File: src/rtl/sprite_draw_arbiter_pkg.sv
// -----------------------------------------------------------------------------
// draw_pkg
// Shared definitions for the sprite draw arbiter slice:
//   - draw_state_e : arbiter FSM states (IDLE, LOAD, DRAW, DONE)
//   - XW/YW/CW     : default plot-port coordinate and colour widths
//   - SCREEN_W/H   : visible screen area; pixels at or beyond are clipped
//   - BLACK        : colour used by erase engines
//   - idx_w()      : index width for a count, never less than one bit
// -----------------------------------------------------------------------------
package draw_pkg;

  localparam int XW       = 8;
  localparam int YW       = 7;
  localparam int CW       = 3;
  localparam int SCREEN_W = 160;
  localparam int SCREEN_H = 120;

  localparam logic [2:0] BLACK = 3'b000;

  typedef enum logic [1:0] {
    IDLE = 2'b00,
    LOAD = 2'b01,
    DRAW = 2'b10,
    DONE = 2'b11
  } draw_state_e;

  // Width needed to index n items; a single item still needs one bit.
  function automatic int idx_w(input int n);
    return (n > 1) ? $clog2(n) : 1;
  endfunction

endpackage

File: src/rtl/sprite_draw_arbiter_rr_pick.sv
// -----------------------------------------------------------------------------
// rr_pick
// Combinational round-robin selector. Searches i_ptr, i_ptr+1, ... modulo
// NREQ and returns the first requester whose request bit is set.
// Ports:
//   i_req   [NREQ-1:0] request vector
//   i_ptr   [PW-1:0]   search start index (0..NREQ-1)
//   o_win   [PW-1:0]   winning requester index (0 when nothing requests)
//   o_valid            high when at least one request is set
// -----------------------------------------------------------------------------
module rr_pick #(
  parameter int NREQ = 3,
  parameter int PW   = 2
) (
  input  logic [NREQ-1:0] i_req,
  input  logic [PW-1:0]   i_ptr,
  output logic [PW-1:0]   o_win,
  output logic            o_valid
);

  int w_idx;

  // Walk offsets from farthest to nearest so the closest hit to i_ptr wins.
  always_comb begin
    o_win   = {PW{1'b0}};
    o_valid = 1'b0;
    w_idx   = 0;
    for (int k = NREQ - 1; k >= 0; k--) begin
      w_idx   = int'(i_ptr) + k;
      w_idx   = (w_idx >= NREQ) ? (w_idx - NREQ) : w_idx;
      o_win   = i_req[w_idx[PW-1:0]] ? w_idx[PW-1:0] : o_win;
      o_valid = o_valid | i_req[w_idx[PW-1:0]];
    end
  end

endmodule

File: src/rtl/sprite_draw_arbiter.sv
// -----------------------------------------------------------------------------
// sprite_draw_arbiter
// Shares one VGA plot port among NREQ sprite engines. A round-robin winner is
// granted, its base position/colour latched, and a SPR_W x SPR_H box swept
// row-major onto the plot port; off-screen pixels are presented with the
// strobe low. All outputs are registered.
// Ports:
//   clk, resetn          clock; asynchronous active-high reset
//   i_req[NREQ]          level draw requests
//   i_req_x/y/colour     flattened per-requester base x, y, colour
//   o_gnt[NREQ]          one-hot grant, LOAD through DONE
//   o_done[NREQ]         one-cycle completion pulse to the winner
//   o_busy               high whenever the FSM is not idle
//   o_vga_x/y/colour     plot coordinates and colour
//   o_vga_plot           plot write strobe
// -----------------------------------------------------------------------------
module sprite_draw_arbiter #(
  parameter int NREQ     = 3,
  parameter int XW       = draw_pkg::XW,
  parameter int YW       = draw_pkg::YW,
  parameter int CW       = draw_pkg::CW,
  parameter int SPR_W    = 4,
  parameter int SPR_H    = 4,
  parameter int SCREEN_W = draw_pkg::SCREEN_W,
  parameter int SCREEN_H = draw_pkg::SCREEN_H
) (
  input  logic               clk,
  input  logic               resetn,
  input  logic [NREQ-1:0]    i_req,
  input  logic [NREQ*XW-1:0] i_req_x,
  input  logic [NREQ*YW-1:0] i_req_y,
  input  logic [NREQ*CW-1:0] i_req_colour,
  output logic [NREQ-1:0]    o_gnt,
  output logic [NREQ-1:0]    o_done,
  output logic               o_busy,
  output logic [XW-1:0]      o_vga_x,
  output logic [YW-1:0]      o_vga_y,
  output logic [CW-1:0]      o_vga_colour,
  output logic               o_vga_plot
);

  import draw_pkg::*;

  localparam int PW  = idx_w(NREQ);
  localparam int CXW = idx_w(SPR_W);
  localparam int CYW = idx_w(SPR_H);
  localparam int XS  = XW + 1;
  localparam int YS  = YW + 1;

  localparam logic [1:0] S_IDLE = IDLE;
  localparam logic [1:0] S_LOAD = LOAD;
  localparam logic [1:0] S_DRAW = DRAW;
  localparam logic [1:0] S_DONE = DONE;

  localparam logic [XS-1:0]  SCR_W_L = XS'(SCREEN_W);
  localparam logic [YS-1:0]  SCR_H_L = YS'(SCREEN_H);
  localparam logic [CXW-1:0] CX_LAST = CXW'(SPR_W - 1);
  localparam logic [CYW-1:0] CY_LAST = CYW'(SPR_H - 1);

  logic [1:0]      r_state;
  logic [PW-1:0]   r_win;
  logic [PW-1:0]   r_ptr;
  logic [CXW-1:0]  r_cx;
  logic [CYW-1:0]  r_cy;
  logic [XW-1:0]   r_base_x;
  logic [YW-1:0]   r_base_y;
  logic [CW-1:0]   r_base_c;
  logic [NREQ-1:0] r_gnt;
  logic [NREQ-1:0] r_done;
  logic            r_busy;
  logic [XW-1:0]   r_vga_x;
  logic [YW-1:0]   r_vga_y;
  logic [CW-1:0]   r_vga_c;
  logic            r_plot;

  logic [PW-1:0]   w_win;
  logic            w_valid;
  logic [XW-1:0]   w_sel_x;
  logic [YW-1:0]   w_sel_y;
  logic [CW-1:0]   w_sel_c;
  logic [XW-1:0]   w_src_x;
  logic [YW-1:0]   w_src_y;
  logic [CW-1:0]   w_src_c;
  logic [CXW-1:0]  w_cx_nxt;
  logic [CYW-1:0]  w_cy_nxt;
  logic [XS-1:0]   w_sum_x;
  logic [YS-1:0]   w_sum_y;
  logic            w_plot;
  logic            w_last;

  rr_pick #(
    .NREQ (NREQ),
    .PW   (PW)
  ) u_rr_pick (
    .i_req   (i_req),
    .i_ptr   (r_ptr),
    .o_win   (w_win),
    .o_valid (w_valid)
  );

  // AND-OR mux of the granted requester's fields off the flattened buses.
  always_comb begin
    w_sel_x = {XW{1'b0}};
    w_sel_y = {YW{1'b0}};
    w_sel_c = {CW{1'b0}};
    for (int i = 0; i < NREQ; i++) begin
      w_sel_x = w_sel_x | ({XW{r_win == PW'(i)}} & i_req_x[i*XW +: XW]);
      w_sel_y = w_sel_y | ({YW{r_win == PW'(i)}} & i_req_y[i*YW +: YW]);
      w_sel_c = w_sel_c | ({CW{r_win == PW'(i)}} & i_req_colour[i*CW +: CW]);
    end
  end

  // Next pixel to present: the box origin taken straight from the inputs
  // during LOAD (so the first plot lands one cycle later), else a raster step.
  always_comb begin
    w_last = (r_cx == CX_LAST) && (r_cy == CY_LAST);
    if (r_state == S_LOAD) begin
      w_cx_nxt = {CXW{1'b0}};
      w_cy_nxt = {CYW{1'b0}};
      w_src_x  = w_sel_x;
      w_src_y  = w_sel_y;
      w_src_c  = w_sel_c;
    end else begin
      w_cx_nxt = (r_cx == CX_LAST) ? {CXW{1'b0}} : (r_cx + CXW'(1));
      w_cy_nxt = (r_cx == CX_LAST) ? (r_cy + CYW'(1)) : r_cy;
      w_src_x  = r_base_x;
      w_src_y  = r_base_y;
      w_src_c  = r_base_c;
    end
    // One extra bit so a box hanging off the right/bottom edge is seen as
    // off-screen instead of wrapping back onto it.
    w_sum_x = XS'(w_src_x) + XS'(w_cx_nxt);
    w_sum_y = YS'(w_src_y) + YS'(w_cy_nxt);
    w_plot  = (w_sum_x < SCR_W_L) && (w_sum_y < SCR_H_L);
  end

  // Arbiter FSM with registered grant, done, busy and plot-port outputs.
  always_ff @(posedge clk or posedge resetn) begin
    if (resetn) begin
      r_state  <= S_IDLE;
      r_win    <= {PW{1'b0}};
      r_ptr    <= {PW{1'b0}};
      r_cx     <= {CXW{1'b0}};
      r_cy     <= {CYW{1'b0}};
      r_base_x <= {XW{1'b0}};
      r_base_y <= {YW{1'b0}};
      r_base_c <= {CW{1'b0}};
      r_gnt    <= {NREQ{1'b0}};
      r_done   <= {NREQ{1'b0}};
      r_busy   <= 1'b0;
      r_vga_x  <= {XW{1'b0}};
      r_vga_y  <= {YW{1'b0}};
      r_vga_c  <= {CW{1'b0}};
      r_plot   <= 1'b0;
    end else begin
      case (r_state)
        S_IDLE: begin
          r_done <= {NREQ{1'b0}};
          r_plot <= 1'b0;
          if (w_valid) begin
            r_state <= S_LOAD;
            r_win   <= w_win;
            r_gnt   <= NREQ'(1) << w_win;
            r_busy  <= 1'b1;
          end else begin
            r_state <= S_IDLE;
          end
        end
        S_LOAD: begin
          r_base_x <= w_sel_x;
          r_base_y <= w_sel_y;
          r_base_c <= w_sel_c;
          r_cx     <= w_cx_nxt;
          r_cy     <= w_cy_nxt;
          r_vga_x  <= w_sum_x[XW-1:0];
          r_vga_y  <= w_sum_y[YW-1:0];
          r_vga_c  <= w_src_c;
          r_plot   <= w_plot;
          r_state  <= S_DRAW;
        end
        S_DRAW: begin
          if (w_last) begin
            r_state <= S_DONE;
            r_plot  <= 1'b0;
            r_done  <= r_gnt;
          end else begin
            r_cx    <= w_cx_nxt;
            r_cy    <= w_cy_nxt;
            r_vga_x <= w_sum_x[XW-1:0];
            r_vga_y <= w_sum_y[YW-1:0];
            r_vga_c <= w_src_c;
            r_plot  <= w_plot;
          end
        end
        S_DONE: begin
          r_done  <= {NREQ{1'b0}};
          r_gnt   <= {NREQ{1'b0}};
          r_busy  <= 1'b0;
          r_ptr   <= (r_win == PW'(NREQ - 1)) ? {PW{1'b0}} : (r_win + PW'(1));
          r_state <= S_IDLE;
        end
        default: begin
          r_state <= S_IDLE;
          r_gnt   <= {NREQ{1'b0}};
          r_done  <= {NREQ{1'b0}};
          r_busy  <= 1'b0;
          r_plot  <= 1'b0;
        end
      endcase
    end
  end

  assign o_gnt        = r_gnt;
  assign o_done       = r_done;
  assign o_busy       = r_busy;
  assign o_vga_x      = r_vga_x;
  assign o_vga_y      = r_vga_y;
  assign o_vga_colour = r_vga_c;
  assign o_vga_plot   = r_plot;

endmodule

File: config.mk
export PLATFORM = sky130hd
export DESIGN_NAME = sprite_draw_arbiter
export DESIGN_NICKNAME = d
export VERILOG_FILES = /design/src/rtl/sprite_draw_arbiter_pkg.sv /design/src/rtl/sprite_draw_arbiter_rr_pick.sv /design/src/rtl/sprite_draw_arbiter.sv
export SDC_FILE = /design/constraint.sdc
export NUM_CORES = 1
export LEC_CHECK = 0
export ABC_CLOCK_PERIOD_IN_PS = 8290
export CORE_ASPECT_RATIO = 1.5
export CORE_UTILIZATION = 53
export CTS_BUF_LIST = sky130_fd_sc_hd__clkbuf_8 sky130_fd_sc_hd__clkbuf_16
export DETAILED_ROUTE_END_ITERATION = 7
export PLACE_DENSITY = 0.84
export SETUP_SLACK_MARGIN = 0.05
export SLEW_MARGIN = 20
export SYNTH_ARGS = -nofsm -noshare
export SYNTH_HDL_FRONTEND = slang
export SYNTH_SLANG_ARGS = --single-unit
File: constraint.sdc
create_clock -name clk -period 8.29 [get_ports clk]
set_input_delay 1.658 -clock clk [delete_from_list [all_inputs] [get_ports clk]]
set_output_delay 1.658 -clock clk [all_outputs]
set_load 0.03 [all_outputs]
---- Word-level counts from Yosys, hierarchy flattened ----
Index checks and enable logic that the tools add are counted.
storage, ports and cells
  register bits after elaboration ......... 54
  input port bits ......................... 59
  output and inout port bits .............. 26
  logic and storage cells ................. 115
operators by class
  add/sub/neg operators ................... 10
  magnitude comparators ................... 8
  equality and inequality tests ........... 10
  shift-type cells ........................ 1
  multiplexer cells ....................... 41
  bitwise gates (word level) .............. 17
  reduce and logical (&&, ||, !) cells .... 13
operator list
  operator                                                           number
  2-to-1 mux 2 bit                                                   14
  bitwise AND 8 bit                                                  3
  bitwise AND 7 bit                                                  3
  one-hot mux 3 bit (2 select lines)                                 3
  2-to-1 mux 8 bit                                                   2
  bitwise OR 8 bit                                                   2
  one-hot mux 8 bit (2 select lines)                                 1
  2-to-1 mux 7 bit                                                   2
  bitwise OR 7 bit                                                   2
  one-hot mux 7 bit (2 select lines)                                 1
  2-to-1 mux 3 bit                                                   4
  equality test 2 bit, second input constant                         5
  adder 8 x 2 -> 9 bit                                               1
  bitwise AND 3 bit                                                  3
  less-than comparator 2 x 3 -> 1 bit, second input constant         3
  less-than comparator 9 x 8 -> 1 bit, second input constant         1
  adder 7 x 2 -> 8 bit                                               1
  less-than comparator 8 x 7 -> 1 bit, second input constant         1
  one-hot mux 2 bit (2 select lines)                                 2
  one-hot mux 2 bit (4 select lines)                                 1
  AND reduction 2 bit                                                4
  adder 2 x 1 -> 2 bit, second input constant                        3
  binary-select mux 1 bit (select 2 bit)                             3
  greater-or-equal comparator 3 x 2 -> 1 bit, second input constant  2
  other kinds (19)                                                   33

---- Depth between registers and ports, before layout ----
  depth in word-level cells ............... 11
  gate-level depth with buffers ........... 15
  mapped depth without buffers ............ 11

---- Modules after synthesis ----
Synthesis repeated with hierarchy kept, for this count alone.
unflattened totals
  cells, all modules ...................... 334
  area, all modules ....................... 3,368.2 µm²
modules (own cells, without submodules)
  module               instances  cells an instance  area an instance (µm²)  sequential area each (µm²)
  sprite_draw_arbiter  1          307                3,176.8                 1,351.3
  rr_pick              1          27                 191.4                   0.0

---- Worst setup path after synthesis ----
No wires, ideal clock.
  path kind ............................... input-to-reg
  start point ............................. input i_req_y[7]
  end point ............................... register r_plot, in the netlist o_vga_plot
  library setup time ...................... 126 ps
  arrival ................................. 3,352 ps
  path slack .............................. 4,812 ps
  stages on the path ...................... 10
  buffers on the path ..................... 0
  cell sequence ........................... mux2i_1 -> nor2_1 -> a21oi_1 -> a21oi_1 -> ha_1 -> fa_1 -> o21ai_0 -> and3_1 -> a21oi_1 -> o311a_1
on the way
  cells in the longest elaborated chain, start to end .. 9
RTL lines
  item                                   RTL line                    text
  start: declaration                     sprite_draw_arbiter.sv:31   input logic [NREQ*YW-1:0] i_req_y,
  bitwise AND 7 bit *                    sprite_draw_arbiter.sv:108  w_sel_y = w_sel_y | ({YW{r_win == PW'(i)}} & i_req_y[i*YW +: YW]);
  bitwise OR 7 bit * (2 in series)       sprite_draw_arbiter.sv:108
  2-to-1 mux 7 bit *                     sprite_draw_arbiter.sv:117  if (r_state == S_LOAD) begin
  via w_src_y[0]                         sprite_draw_arbiter.sv:82   logic [YW-1:0] w_src_y;
  adder 7 x 2 -> 8 bit *                 sprite_draw_arbiter.sv:133  w_sum_y = YS'(w_src_y) + YS'(w_cy_nxt);
  less-than comparator 8 x 7 -> 1 bit *  sprite_draw_arbiter.sv:134  w_plot = (w_sum_x < SCR_W_L) && (w_sum_y < SCR_H_L);
  logical AND 1 bit *                    sprite_draw_arbiter.sv:134
  2-to-1 mux 1 bit                       sprite_draw_arbiter.sv:182  if (w_last) begin
  one-hot mux 1 bit (3 select lines) *   sprite_draw_arbiter.sv:156  case (r_state)
  end signal: assignment                 sprite_draw_arbiter.sv:178  r_plot <= w_plot;
  end signal: assignment                 sprite_draw_arbiter.sv:192  r_plot <= w_plot;
  end: declaration                       sprite_draw_arbiter.sv:74   logic r_plot;
Mark *: on every way through the listed nets, which the timed path passes. The rest lies on a longest branch.
A chain may end at the register's enable or synchronous reset.

---- Worst setup path in the final report ----
  start point ............................. input i_req_x[8]
  end point ............................... register r_plot, in the netlist o_vga_plot
on the way
  cells in the longest elaborated chain, start to end .. 9
RTL lines
  item                                   RTL line                    text
  start: declaration                     sprite_draw_arbiter.sv:30   input logic [NREQ*XW-1:0] i_req_x,
  bitwise AND 8 bit *                    sprite_draw_arbiter.sv:107  w_sel_x = w_sel_x | ({XW{r_win == PW'(i)}} & i_req_x[i*XW +: XW]);
  bitwise OR 8 bit * (2 in series)       sprite_draw_arbiter.sv:107
  2-to-1 mux 8 bit *                     sprite_draw_arbiter.sv:117
  via w_src_x[0]                         sprite_draw_arbiter.sv:81   logic [XW-1:0] w_src_x;
  adder 8 x 2 -> 9 bit *                 sprite_draw_arbiter.sv:132  w_sum_x = XS'(w_src_x) + XS'(w_cx_nxt);
  less-than comparator 9 x 8 -> 1 bit *  sprite_draw_arbiter.sv:134
  logical AND 1 bit *                    sprite_draw_arbiter.sv:134
  2-to-1 mux 1 bit                       sprite_draw_arbiter.sv:182
  one-hot mux 1 bit (3 select lines) *   sprite_draw_arbiter.sv:156
Marked as above.

==> flow_summary_export.csv <==
group,metric,value,unit
synth,synth_top_area_cell,"dfrtp_1",
run_status,status,"finished clean",
pwr,p_sw_share,45.45,%
clocking,cts_setup_buffers,0,
critical_path,worstPathArrival,3.97,ns
cells_and_area,layout.nets,477,
hold_path,min_to,"o_vga_x[4]$_DFFE_PP0P_",
timing,worst_pin_slew,0.6973,ns
global_route,grt_pass1_vias,2685,
critical_path,critPathTopFamily,"adder cells",
cells_and_area,fillerInstances,437,
synth,synth_edf_count,0,
placed_design,place.gp.congestion,0.8956,
critical_path,critPathRequiredTime,8.49,ns
routing,first_pass_iters,4,
hold_path,min_path_cells,2,
floorplan,die_w,65.75,µm
critical_path,cp_max_fo,5,
routing,drt_wl_total,7279,µm
critical_path,critPathKind,"input pin to register",
synth,yosys_warnings,0,
floorplan,die_area,0.006418,mm²
synth,synth_top_area_share,41.83,%
synth,synth_compound_area_share,17.23,%
synth,synth_xor_area_share,3.524,%
global_route,grt.overflow.total,0,
synth,yosys-mux-area-fraction,10.69,%
synth,seq_area_frac_synth,41.83,%
cells_and_area,drive_above_1_share,8.933,%
timing,hold_viol,0,
global_route,antenna_found_initial,0,
synth,synthAdderAreaFrac,6.971,%
synth,synth.distinct_cells,55,
clocking,cts-root-buf,"clkbuf_8",
routing,dr.first_iter.drc_count,91,
cells_and_area,final_area,0.004213,mm²
clocking,clock_path_buffers,2,
routing,avgViaCountPerCell,5.608,
pwr,combPwrFrac,63.3,%
synth,synth.avg_cell_area,10.00,µm²
critical_path,crit_buf_inv,1,
floorplan,start_util,55.43,%
cells_and_area,fin_cells,475,
critical_path,r2r_cells,10,
critical_path,path_cells,"clkdlybuf4s50_1, mux2i_1, nor2_1, a21oi_1, a21oi_1, ha_1, fa_1, nor2b_1, mux2i_1, nor4b_1, o31ai_1, o311a_1",
floorplan,core,0.005828,mm²
hold_path,hp-class,"register to register",
routing,ant_nets,0,
global_route,grt_pass1_wl,12030,µm
timing,drv_slew,0,
synth,synthFlopType,"dfrtp_1",
timing,skew,0.01041,ns
synth,synth_seq_cells,54,
clocking,clk_latency,0.31,ns
synth,synth-simple-area-share,14.95,%
critical_path,cp-start-kind,"input pin",
synth,synth_nets,398,
timing,relSlewSlack,53.51,%
critical_path,endpoint_kind,"register",
pwr,power_leakage,1.765,nW
timing,final_min_period_over_clock_period,45.49,%
placed_design,dp.cells,467,
clocking,postCtsHoldBufs,0,
placed_design,port_buffers,84,
timing,rsz0062_at_grt,"no",
timing,min_period,3.771,ns
floorplan,num_rows,34,
critical_path,reg2reg_to,"o_vga_plot$_DFFE_PP0P_",
critical_path,crit_path_top_delay_cell,"fa_1",
timing,setup_violations,0,
pwr,clock_power_share,10.0,%
clocking,cts_resized,0,
critical_path,r2r_setup_slack,5.13,ns
cells_and_area,synthToLayoutAreaGrowth,30.40,%
job,cap_viol_max_count,0,
pwr,p_sw,0.8078,mW
synth,async_flop_share,100.0,%
routing,drc,0,
placed_design,hpwl,5573,µm
routing,wl_per_cell,15.32,µm
clocking,numCtsBuffers,5,
timing,finalSetupTns,0,ns
hold_path,hold_start,"o_vga_x[4]$_DFFE_PP0P_",
pwr,p_int,0.9694,mW
cells_and_area,antenna_cells,0,
critical_path,rr_startpoint,"r_win[1]$_DFFE_PP0P_",
global_route,grt_util_all_layers,24.49,%
clocking,htreeDepth,2,
synth,synth_area_leaders,"dfrtp_1, mux2i_1, ha_1",
cells_and_area,post-route-util,72.28,%
timing,fmax,265.2,MHz
pwr,seqPwrFrac,26.7,%
floorplan,io_pins,85,
synth,synthCells,323,
pwr,power_density,421.8,mW/mm²
pwr,ir_worst_vdd,0.0003131,V
global_route,grt_max_degree,55,
synth,synth_top_family_by_area,"compound AO/OA/AOI/OAI gates",
synth,syn_area,0.003231,mm²
floorplan,die_y,97.62,µm
clocking,cts_tree,"yes",
placed_design,place_area,0.004099,mm²
routing,vias,2664,
clocking,path_clk_slew,0.10,ns
clocking,clock_sinks,54,
critical_path,max_stage_delay,0.47,ns
-- metrics by stage --
step	hold WS, ns	power, mW	setup WS, ns
after floorplan	0.4836	1.300	4.812
after global placement	0.4664	1.574	4.270
after detailed placement	0.4787	1.609	4.202
after CTS	0.5024	1.792	4.532
after global routing	0.5105	1.918	4.293
final	0.4922	1.777	4.519
-- power by group through the flow --
stage               logic, mW  registers, mW  clock network (mW)
CTS                      1.14          0.475               0.181
finish                   1.12          0.475               0.178
floorplan               0.746          0.554                   0
global route             1.23          0.489               0.194
detailed placement       1.13          0.480                   0
global placement         1.10          0.474                   0
-- worst min-delay path, stage by stage (launching register included) --
cell and delay [ns]:
dfrtp_1 0.36, nand2_1 0.05, o21ai_0 0.06
-- worst max path at each step --
stage,from,cells after the start,slack (ns),end
after global routing,i_req_x[8],12,4.29,o_vga_plot$_DFFE_PP0P_
after detailed placement,i_req_y[7],11,4.20,o_vga_plot$_DFFE_PP0P_
after floorplan,i_req_y[7],10,4.81,o_vga_plot$_DFFE_PP0P_
final,i_req_x[8],12,4.52,o_vga_plot$_DFFE_PP0P_
after CTS,i_req_y[7],11,4.53,o_vga_plot$_DFFE_PP0P_
after global placement,i_req_y[7],11,4.27,o_vga_plot$_DFFE_PP0P_
-- cell type report --
cell class	instances	area, µm²	share of cell area, %
multi-input combinational	236	1724	40.93
sequential	54	1351	32.08
timing repair buffer	87	863.3	20.49
tap	72	90.09	2.138
inverter	18	70.07	1.663
clock buffer	5	68.82	1.634
clock inverter	3	45.04	1.069
-- kinds of logic (layout without fill, tap and decap cells) --
group | count (synthesis) | count (layout)
flops | 54 | 54
fa+ha+maj | 17 | 17
compound gates | 80 | 80
mux | 33 | 33
xor+xnor | 13 | 13
simple gates | 93 | 93
buf+inv | 33 | 113
-- cell usage in the layout (no fill, tap or decap), types with 3 or more instances in the layout --
cell             instances
mux2i_1                 21
clkdlybuf4s50_1         84
o21ai_1                  8
nand3_1                  5
mux2_2                  12
buf_4                    3
nand2_1                 25
ha_1                    14
and3_1                   3
a21oi_1                 25
inv_1                   17
o21ai_0                 15
xor2_1                   5
xnor2_1                  8
nor3_1                   4
nand4b_1                 4
clkbuf_8                 5
a21o_1                   5
o221ai_2                 4
nor2_1                  23
nor2b_1                  7
nand2b_1                 6
dfrtp_1                 54
o22ai_1                  3
o221ai_1                 3
-- sequential cells by signal (all words and copies together), names as in the netlist --
name          flops
o_vga_x           8
o_vga_plot        1
r_base_c          3
r_base_x          8
o_vga_colour      3
o_vga_y           7
r_cx              2
o_done            3
r_base_y          7
r_win             2
r_ptr             2
o_gnt             3
o_busy            1
r_cy              2
r_state           2
-- synth_stat cells (2+ instances only) --
cell and count:
dfrtp_1 54, a21oi_1 25, nand2_1 25, nor2_1 23
mux2i_1 21, inv_1 18, o21ai_0 15, ha_1 14
mux2_2 12, o21ai_1 8, xnor2_1 8, buf_2 7
nor2b_1 7, nand2b_1 6, a21o_1 5, clkbuf_1 5
nand3_1 5, xor2_1 5, nand4b_1 4, nor3_1 4
o221ai_2 4, and3_1 3, buf_6 3, o221ai_1 3
o22ai_1 3, a32o_1 2, and4b_1 2, fa_1 2
nand2_2 2, nor3b_1 2, or3_1 2
-- per-layer routing --
layer / GRT usage (%) / vias up / routed length [µm]
met5: 0 / - / 0
met4: 10.87 / 0 / 250
met3: 4.930 / 16 / 450
met2: 41.84 / 96 / 3697
met1: 28.67 / 1252 / 2879
li1: - / 1300 / -
Note: power is estimated with default switching activity, not from simulation.
